`config.mk`:
```
export PLATFORM = sky130hd
export DESIGN_NAME = data_memory_ctrl
export DESIGN_NICKNAME = d
export VERILOG_FILES = /design/src/rtl/data_memory_ctrl.sv
export SDC_FILE = /design/constraint.sdc
export NUM_CORES = 2
export LEC_CHECK = 0
export CELL_PAD_IN_SITES_DETAIL_PLACEMENT = 0
export CELL_PAD_IN_SITES_GLOBAL_PLACEMENT = 1
export CORE_ASPECT_RATIO = 1.75
export CORE_MARGIN = 10
export CORE_UTILIZATION = 48
export DETAILED_ROUTE_END_ITERATION = 7
export MAX_ROUTING_LAYER = met4
export PLACE_DENSITY = 0.75
export SLEW_MARGIN = 10
export SYNTH_ARGS = -nofsm -noshare
export SYNTH_HDL_FRONTEND = slang
export SYNTH_SLANG_ARGS = --single-unit
```
`constraint.sdc`:
```
create_clock -name clk -period 26.3 [get_ports clk]
set_clock_uncertainty 0.1 [all_clocks]
set_input_delay 6.575 -clock clk [delete_from_list [all_inputs] [get_ports clk]]
set_output_delay 6.575 -clock clk [all_outputs]
set_load 0.01 [all_outputs]
```
`src/rtl/data_memory_ctrl.sv`:
```
// Handshaked byte/half/word data memory with sign/zero-extended loads, alignment/range checks and a post-reset zeroing sweep.
// Response appears in the (WAIT+1)th cycle counting from the acceptance edge; one request in flight, held until rsp_ready.
module data_memory_ctrl #(
  parameter int DATA_W = 32,
  parameter int ADDR_W = 32,
  parameter int DEPTH  = 64,
  parameter int WAIT   = 1
) (
  input  logic              clk,
  input  logic              reset,
  input  logic              req_valid,
  output logic              req_ready,
  input  logic              req_write,
  input  logic [ADDR_W-1:0] req_addr,
  input  logic [1:0]        req_size,
  input  logic              req_unsigned,
  input  logic [DATA_W-1:0] req_wdata,
  output logic              rsp_valid,
  input  logic              rsp_ready,
  output logic [DATA_W-1:0] rsp_rdata,
  output logic              rsp_error,
  output logic              init_done
);

  localparam int IDX_W   = $clog2(DEPTH);
  localparam int CNT_W   = (IDX_W > 4) ? IDX_W : 4;
  localparam int WAIT_M1 = (WAIT > 0) ? WAIT - 1 : 0;

  typedef enum logic [1:0] {ST_INIT, ST_IDLE, ST_WAIT, ST_RESP} state_t;

  state_t              state_q;
  logic [CNT_W-1:0]    cnt_q;
  logic                wr_q, uns_q, err_q;
  logic [IDX_W-1:0]    idx_q;
  logic [1:0]          lane_q, size_q;
  logic [DATA_W-1:0]   wdata_q;
  logic                req_ready_q, rsp_valid_q, rsp_error_q, init_done_q;
  logic [DATA_W-1:0]   rsp_rdata_q;

  logic [DATA_W-1:0]   mem [DEPTH];

  logic                in_err_d;
  logic                in_idle, accept, commit;
  logic                a_wr, a_uns, a_err;
  logic [IDX_W-1:0]    a_idx;
  logic [1:0]          a_lane, a_size;
  logic [DATA_W-1:0]   a_wdata;
  logic [DATA_W-1:0]   old_d, wlane_d, merged_d, shifted_d, load_d;
  logic [3:0]          be_d;
  logic                mem_we;
  logic [IDX_W-1:0]    mem_widx;
  logic [DATA_W-1:0]   mem_wdat;

  always_comb begin
    in_err_d = (req_addr >> (2 + IDX_W)) != '0;
    case (req_size)
      2'b00:   ;
      2'b01:   if (req_addr[0]) in_err_d = 1'b1;
      2'b10:   if (req_addr[1:0] != 2'b00) in_err_d = 1'b1;
      default: in_err_d = 1'b1;
    endcase
  end

  // With WAIT=0 the access commits on the acceptance edge, so it must use the live request fields.
  assign in_idle = (state_q == ST_IDLE);
  assign accept  = in_idle && req_valid && req_ready_q;
  assign commit  = (accept && (WAIT == 0)) ||
                   ((state_q == ST_WAIT) && (cnt_q == CNT_W'(WAIT_M1)));

  assign a_wr    = in_idle ? req_write              : wr_q;
  assign a_uns   = in_idle ? req_unsigned           : uns_q;
  assign a_err   = in_idle ? in_err_d               : err_q;
  assign a_idx   = in_idle ? req_addr[2 +: IDX_W]   : idx_q;
  assign a_lane  = in_idle ? req_addr[1:0]          : lane_q;
  assign a_size  = in_idle ? req_size               : size_q;
  assign a_wdata = in_idle ? req_wdata              : wdata_q;

  always_comb begin
    old_d    = mem[a_idx];
    be_d     = 4'b1111;
    wlane_d  = a_wdata;
    case (a_size)
      2'b00: begin
        be_d    = 4'b0001 << a_lane;
        wlane_d = {4{a_wdata[7:0]}};
      end
      2'b01: begin
        be_d    = a_lane[1] ? 4'b1100 : 4'b0011;
        wlane_d = {2{a_wdata[15:0]}};
      end
      default: ;
    endcase
    merged_d = old_d;
    for (int b = 0; b < 4; b++) begin
      if (be_d[b]) merged_d[8*b +: 8] = wlane_d[8*b +: 8];
    end
    shifted_d = old_d >> {a_lane, 3'b000};
    case (a_size)
      2'b00:   load_d = a_uns ? {{(DATA_W-8){1'b0}}, shifted_d[7:0]}
                              : {{(DATA_W-8){shifted_d[7]}}, shifted_d[7:0]};
      2'b01:   load_d = a_uns ? {{(DATA_W-16){1'b0}}, shifted_d[15:0]}
                              : {{(DATA_W-16){shifted_d[15]}}, shifted_d[15:0]};
      default: load_d = old_d;
    endcase
  end

  assign mem_we   = (state_q == ST_INIT) || (commit && a_wr && !a_err);
  assign mem_widx = (state_q == ST_INIT) ? cnt_q[IDX_W-1:0] : a_idx;
  assign mem_wdat = (state_q == ST_INIT) ? '0 : merged_d;

  always_ff @(posedge clk) begin
    if (mem_we) mem[mem_widx] <= mem_wdat;
  end

  always_ff @(posedge clk or negedge reset) begin
    if (!reset) begin
      state_q     <= ST_INIT;
      cnt_q       <= '0;
      wr_q        <= 1'b0;
      uns_q       <= 1'b0;
      err_q       <= 1'b0;
      idx_q       <= '0;
      lane_q      <= '0;
      size_q      <= '0;
      wdata_q     <= '0;
      req_ready_q <= 1'b0;
      rsp_valid_q <= 1'b0;
      rsp_rdata_q <= '0;
      rsp_error_q <= 1'b0;
      init_done_q <= 1'b0;
    end else begin
      case (state_q)
        ST_INIT: begin
          if (cnt_q == CNT_W'(DEPTH - 1)) begin
            state_q     <= ST_IDLE;
            cnt_q       <= '0;
            init_done_q <= 1'b1;
            req_ready_q <= 1'b1;
          end else begin
            cnt_q <= cnt_q + CNT_W'(1);
          end
        end
        ST_IDLE: begin
          if (accept) begin
            wr_q        <= req_write;
            uns_q       <= req_unsigned;
            err_q       <= in_err_d;
            idx_q       <= req_addr[2 +: IDX_W];
            lane_q      <= req_addr[1:0];
            size_q      <= req_size;
            wdata_q     <= req_wdata;
            cnt_q       <= '0;
            req_ready_q <= 1'b0;
            if (WAIT == 0) begin
              state_q     <= ST_RESP;
              rsp_valid_q <= 1'b1;
              rsp_error_q <= a_err;
              rsp_rdata_q <= (a_err || a_wr) ? '0 : load_d;
            end else begin
              state_q <= ST_WAIT;
            end
          end
        end
        ST_WAIT: begin
          if (commit) begin
            state_q     <= ST_RESP;
            rsp_valid_q <= 1'b1;
            rsp_error_q <= a_err;
            rsp_rdata_q <= (a_err || a_wr) ? '0 : load_d;
          end else begin
            cnt_q <= cnt_q + CNT_W'(1);
          end
        end
        default: begin
          if (rsp_ready) begin
            state_q     <= ST_IDLE;
            rsp_valid_q <= 1'b0;
            rsp_error_q <= 1'b0;
            rsp_rdata_q <= '0;
            req_ready_q <= 1'b1;
          end
        end
      endcase
    end
  end

  assign req_ready = req_ready_q;
  assign rsp_valid = rsp_valid_q;
  assign rsp_rdata = rsp_rdata_q;
  assign rsp_error = rsp_error_q;
  assign init_done = init_done_q;

endmodule

```
* Yosys cells after proc, flatten, opt, wreduce, memory -nomap -nowiden
Memories as Yosys holds them, arrays and structs flattened.
Index checks and enable logic that the tools add are counted.
** Storage, ports and cells
- Output and inout bits :: 36
- Register bits :: 89
- Memories kept :: 1
- Bits of input ports :: 72
- Memory bits (writable) :: 2048
** Memory list
- mem :: words 64, width 32, read ports 1, clocked after memory_dff 0, write ports 1, RTL line 40 : logic [DATA_W-1:0] mem [DEPTH];
** Cells by class
- Multiplexer cells :: 46
- $add $sub $neg :: 1
- Reduce and logical (&&, ||, !) cells :: 25
- Bitwise operators :: 2
- Shift-type cells :: 2
- Equality and inequality tests :: 10
** Operator list (number)
- 2-to-1 mux 32 bit :: 7
- case mux 32 bit (2 select lines) :: 3
- 2-to-1 mux 8 bit :: 4
- nonzero test 32 bit :: 1
- right shift 32 x 5 -> 16 bit :: 1
- 2-to-1 mux 6 bit :: 5
- case mux 6 bit (3 select lines) :: 1
- 2-to-1 mux 1 bit :: 13
- 2-to-1 mux 2 bit :: 6
- case mux 4 bit (2 select lines) :: 1
- AND reduction 4 bit :: 2
- adder 6 x 1 -> 6 bit, second input constant :: 1
- equality test 2 x 1 -> 1 bit, second input constant :: 3
- equality test 6 bit, second input constant :: 1
- zero test 2 bit :: 3
- zero test 6 bit :: 1
- case mux 1 bit (3 select lines) :: 2
- case mux 2 bit (3 select lines) :: 1
- AND reduction 3 bit :: 2
- nonzero test 3 bit :: 2
- logical AND 1 bit :: 5
- equality test 2 bit, second input constant :: 2
- 2-to-1 mux 4 bit :: 1
- != test 2 x 1 -> 1 bit, second input constant :: 2
- 10 further kinds :: 16

* Logic depth before layout (Yosys ltp)
- Depth after elaboration :: 9
- Mapped depth :: 19

* Least setup slack after synthesis
No wires, ideal clock.
- Kind :: input port to flip-flop
- Start :: in req_addr[4]
- End :: mem mem[0][29] (data pin)
- Path buffers :: 6
- Arrival :: 14.069 ns
- Stages on the path :: 12
- Slack :: 10.845 ns
- Data required time :: 24.914 ns
- Cells stage by stage :: clkbuf_1 -> mux2i_2 -> buf_4 -> buf_4 -> buf_4 -> buf_2 -> buf_2 -> mux2i_1 -> a32oi_1 -> nand3_1 -> nor2_1 -> a2111oi_0
** Between the ends
- Cells in the longest elaborated chain, start to end :: 4
** Ends and longest elaborated chain
- start: declaration :: RTL line 14 : input logic [ADDR_W-1:0] req_addr,
- 2-to-1 mux 6 bit :: RTL line 73 : assign a_idx = in_idle ? req_addr[2 +: IDX_W] : idx_q;
- memory read (64 x 32 bit)
- 2-to-1 mux 8 bit :: RTL line 95 : if (be_d[b]) merged_d[8*b +: 8] = wlane_d[8*b +: 8];
- 2-to-1 mux 32 bit :: RTL line 109 : assign mem_wdat = (state_q == ST_INIT) ? '0 : merged_d;
- net mem_wdat[29] :: RTL line 52 : logic [DATA_W-1:0] mem_wdat;
- end: declaration :: RTL line 40
The timed path passes the listed nets, and every way through them passes these cells.

* Worst setup path after layout
- Start :: in req_addr[4]
- End :: mem mem[19][21] (data pin)
Same word-level chain as after synthesis.

==> reports/metrics.cfg <==
[clocking]
cts-buffers-inserted = 189
ctsLongestPathBuffers = 4
cts.repair.resized = 0
cts_hold_buffers = 0
cts.sinks = 2137
clk_latency_ns = 0.88
cts_tree = done
cts.htree.levels = 4
postCtsSetupRepairBufs = 0
cts_root_buf = clkbuf_16
cts.reportedPaths.clkPinSlew_ns = 0.06

[finish]
final_layout_size_suffix_gt1_frac = 0.114
layout-area-overhead-vs-synth_pct = 11.6
layoutNonFillerInstCount = 9179
nFillCells = 15004
layout.nets = 6689

[sta]
tns_ns = 0
fmax_ghz = 0.0828
finalCriticalPeriod_ns = 12.08
hold_ws_ns = 0.383
timing.final.ws_setup_ns = 14.22
rsz0062_at_grt = no
drv_slew = 0
setup_viol = 0
finalHoldViolations = 0
worstMarginPinSlew_ns = 1.35
post-route-period-util = 0.459
max_slew_margin = 0.0972

[hold_path]
hold_end = rsp_rdata[7]
min_path_type = register to register
min_from = rsp_rdata[7]
hold_depth = 1

[route]
drcViolationCount = 0
finalWirelength_um = 328000
vias = 60450
avgViaCountPerCell = 6.59
postRouteAntennaNets = 0
drt_pass1_iterations = 6
routedWlPerCell_um = 35.8
drt_iter0_markers = 8001

[synthesis]
syn_avg_cell_area_um2 = 13.6
synth_warnings = 0
ys_async_sr_fraction = 0.0416
synthesis.area_um2 = 89000
synth_area_leader_cell = edfxtp_1
synth_top_area_share = 0.691
syn_nets = 6611
synth_edf_count = 2048
synthMostInstantiatedCell = edfxtp_1
ys_ff_latch = 2137
syn_inst = 6529
synth_area_leaders = edfxtp_1 69%, nand2_1 5.5%, nand3_1 3.9%
netlist_top_cells_count = 2048 x edfxtp_1, 1309 x nand2_1, 699 x nand3_1
netlist-cell-type-count = 96
ys_seq_area_frac = 0.716
synthFlopType = edfxtp_1

[critical_path]
cp_max_fo = 64
reg2reg_depth = 17
r2r-end = mem[19][21]
setup.worst_path.start_class = input port
crit_type = input port to register
timing.rr.start = state_q[1]
cp_data_required_time_ns = 26.78
end_kind = register
worstPathArrival_ns = 12.56
r2r_slack_ns = 18.46

[placed_design]
place_congestion = 0.934
dp.cells = 8838
port_buffers = 107
dp_slack_ns = 13.44
hpwl_um = 192000

[global_routing]
grt.overflow.total = 0
grt_pass1_vias = 58419
antenna_found_initial = 10
grt_usage = 0.323
grt_pass1_wl_um = 455000
grt_max_degree = 151

[floorplanning]
initial_core_util = 0.482
die-area_um2 = 204000
fp-row-count = 209
core_area_um2 = 185000
ioPinCount = 108
die_w_um = 346
die_h_um = 590

[outcome]
status = completed

[run]
timing.max_cap.violations = 0

## stage by stage
step,cell area [um^2],utilization
global route,99400,0.538
floorplan,89000,-
CTS,99300,0.537
global placement,93300,0.504
detailed placement,93300,0.505
finish,99400,0.538
## logic make-up (layout without fill, tap and decap cells)
logic type,after synthesis,in the layout,share of synthesized area
AOI/OAI and AO/OA,952,952,0.0730
xor gates and xnor gates,2,2,0.000197
adders and majority gates,10,10,0.00141
and+or+nand+nor,2596,2596,0.126
DFF,2137,2137,0.716
buffers and inverters,455,671,0.0284
muxes,377,377,0.0550
other,0,8,0
## cell type report
cell class / count / area, um^2 / area share
inverters: 21 / 78.8 / 0.000793
repair buffers: 321 / 2810 / 0.0282
clock inverters: 95 / 952 / 0.00958
clock buffers: 234 / 4980 / 0.0501
diodes: 8 / 20.0 / 0.000201
flip-flops and latches: 2137 / 63700 / 0.641
well taps: 2426 / 3040 / 0.0305
multi-input cells: 3937 / 23800 / 0.239
## sequential cells by signal, indices dropped and copies added, names as in the netlist, 2 cells and up
| signal | count |
|---|---|
| rsp_rdata | 32 |
| state_q | 2 |
| wdata_q | 32 |
| idx_q | 6 |
| mem | 2048 |
| size_q | 2 |
| lane_q | 2 |
| cnt_q | 6 |
## worst max-delay path by stage
stage                 from           to  slack (ns)  depth (start not counted)
2_1_floorplan  req_addr[4]   mem[0][29]       10.84                         12
3_3_place_gp   req_addr[2]  mem[10][30]       13.52                         13
3_5_place_dp   req_addr[2]  mem[31][19]       13.44                         14
4_1_cts        req_addr[2]   mem[7][22]       14.30                         13
5_1_grt        req_addr[2]  mem[20][21]       14.08                         15
6_report       req_addr[4]  mem[19][21]       14.22                         15
## cell usage in the layout, fill, tap and decap left out, types with 13 or more instances in the layout
| cell type | count |
|---|---|
| nand2b_1 | 21 |
| o21bai_1 | 18 |
| nand2_1 | 1306 |
| o221ai_1 | 32 |
| clkdlybuf4s50_1 | 104 |
| o21a_1 | 13 |
| clkinv_1 | 39 |
| a31oi_1 | 43 |
| a21oi_1 | 183 |
| inv_1 | 19 |
| dfrtp_1 | 88 |
| clkbuf_16 | 193 |
| nor2_1 | 251 |
| o2111ai_1 | 18 |
| a211oi_1 | 31 |
| mux4_2 | 82 |
| bufinv_16 | 20 |
| o22ai_1 | 80 |
| clkinv_2 | 30 |
| a22oi_1 | 18 |
| and3_1 | 35 |
| nor2b_1 | 76 |
| a32o_1 | 17 |
| nand3_1 | 698 |
| edfxtp_1 | 2048 |
| o211ai_1 | 67 |
| nand4_1 | 35 |
| a32oi_1 | 28 |
| a22o_1 | 21 |
| clkbuf_1 | 41 |
| nor2_4 | 78 |
| a311oi_1 | 39 |
| mux2_2 | 58 |
| nor3_1 | 40 |
| buf_4 | 204 |
| mux2i_1 | 225 |
| o21ai_0 | 190 |
## critical path, cell delays in order
cell	delay, ns
clkdlybuf4s50_1	0.62
mux2i_4	0.69
buf_4	0.60
buf_4	0.58
nor2_4	0.24
buf_4	0.46
nand3_1	0.21
nand3_1	0.12
o211ai_1	0.58
nand4_1	0.31
o21bai_1	0.46
nor2_1	0.17
a21oi_1	0.09
nor2_4	0.10
buf_4	0.50
## metal layers
layer | global-route usage | routed length (um) | vias up
met5 | - | 0 | -
met4 | 0.275 | 34900 | 0
met2 | 0.508 | 156000 | 3916
met1 | 0.353 | 106000 | 30500
met3 | 0.0605 | 31800 | 1315
li1 | - | - | 24719
Power is left out: the tool's default activity adds up to more than one toggle a clock period on the data nets, which glitch-free logic cannot reach.
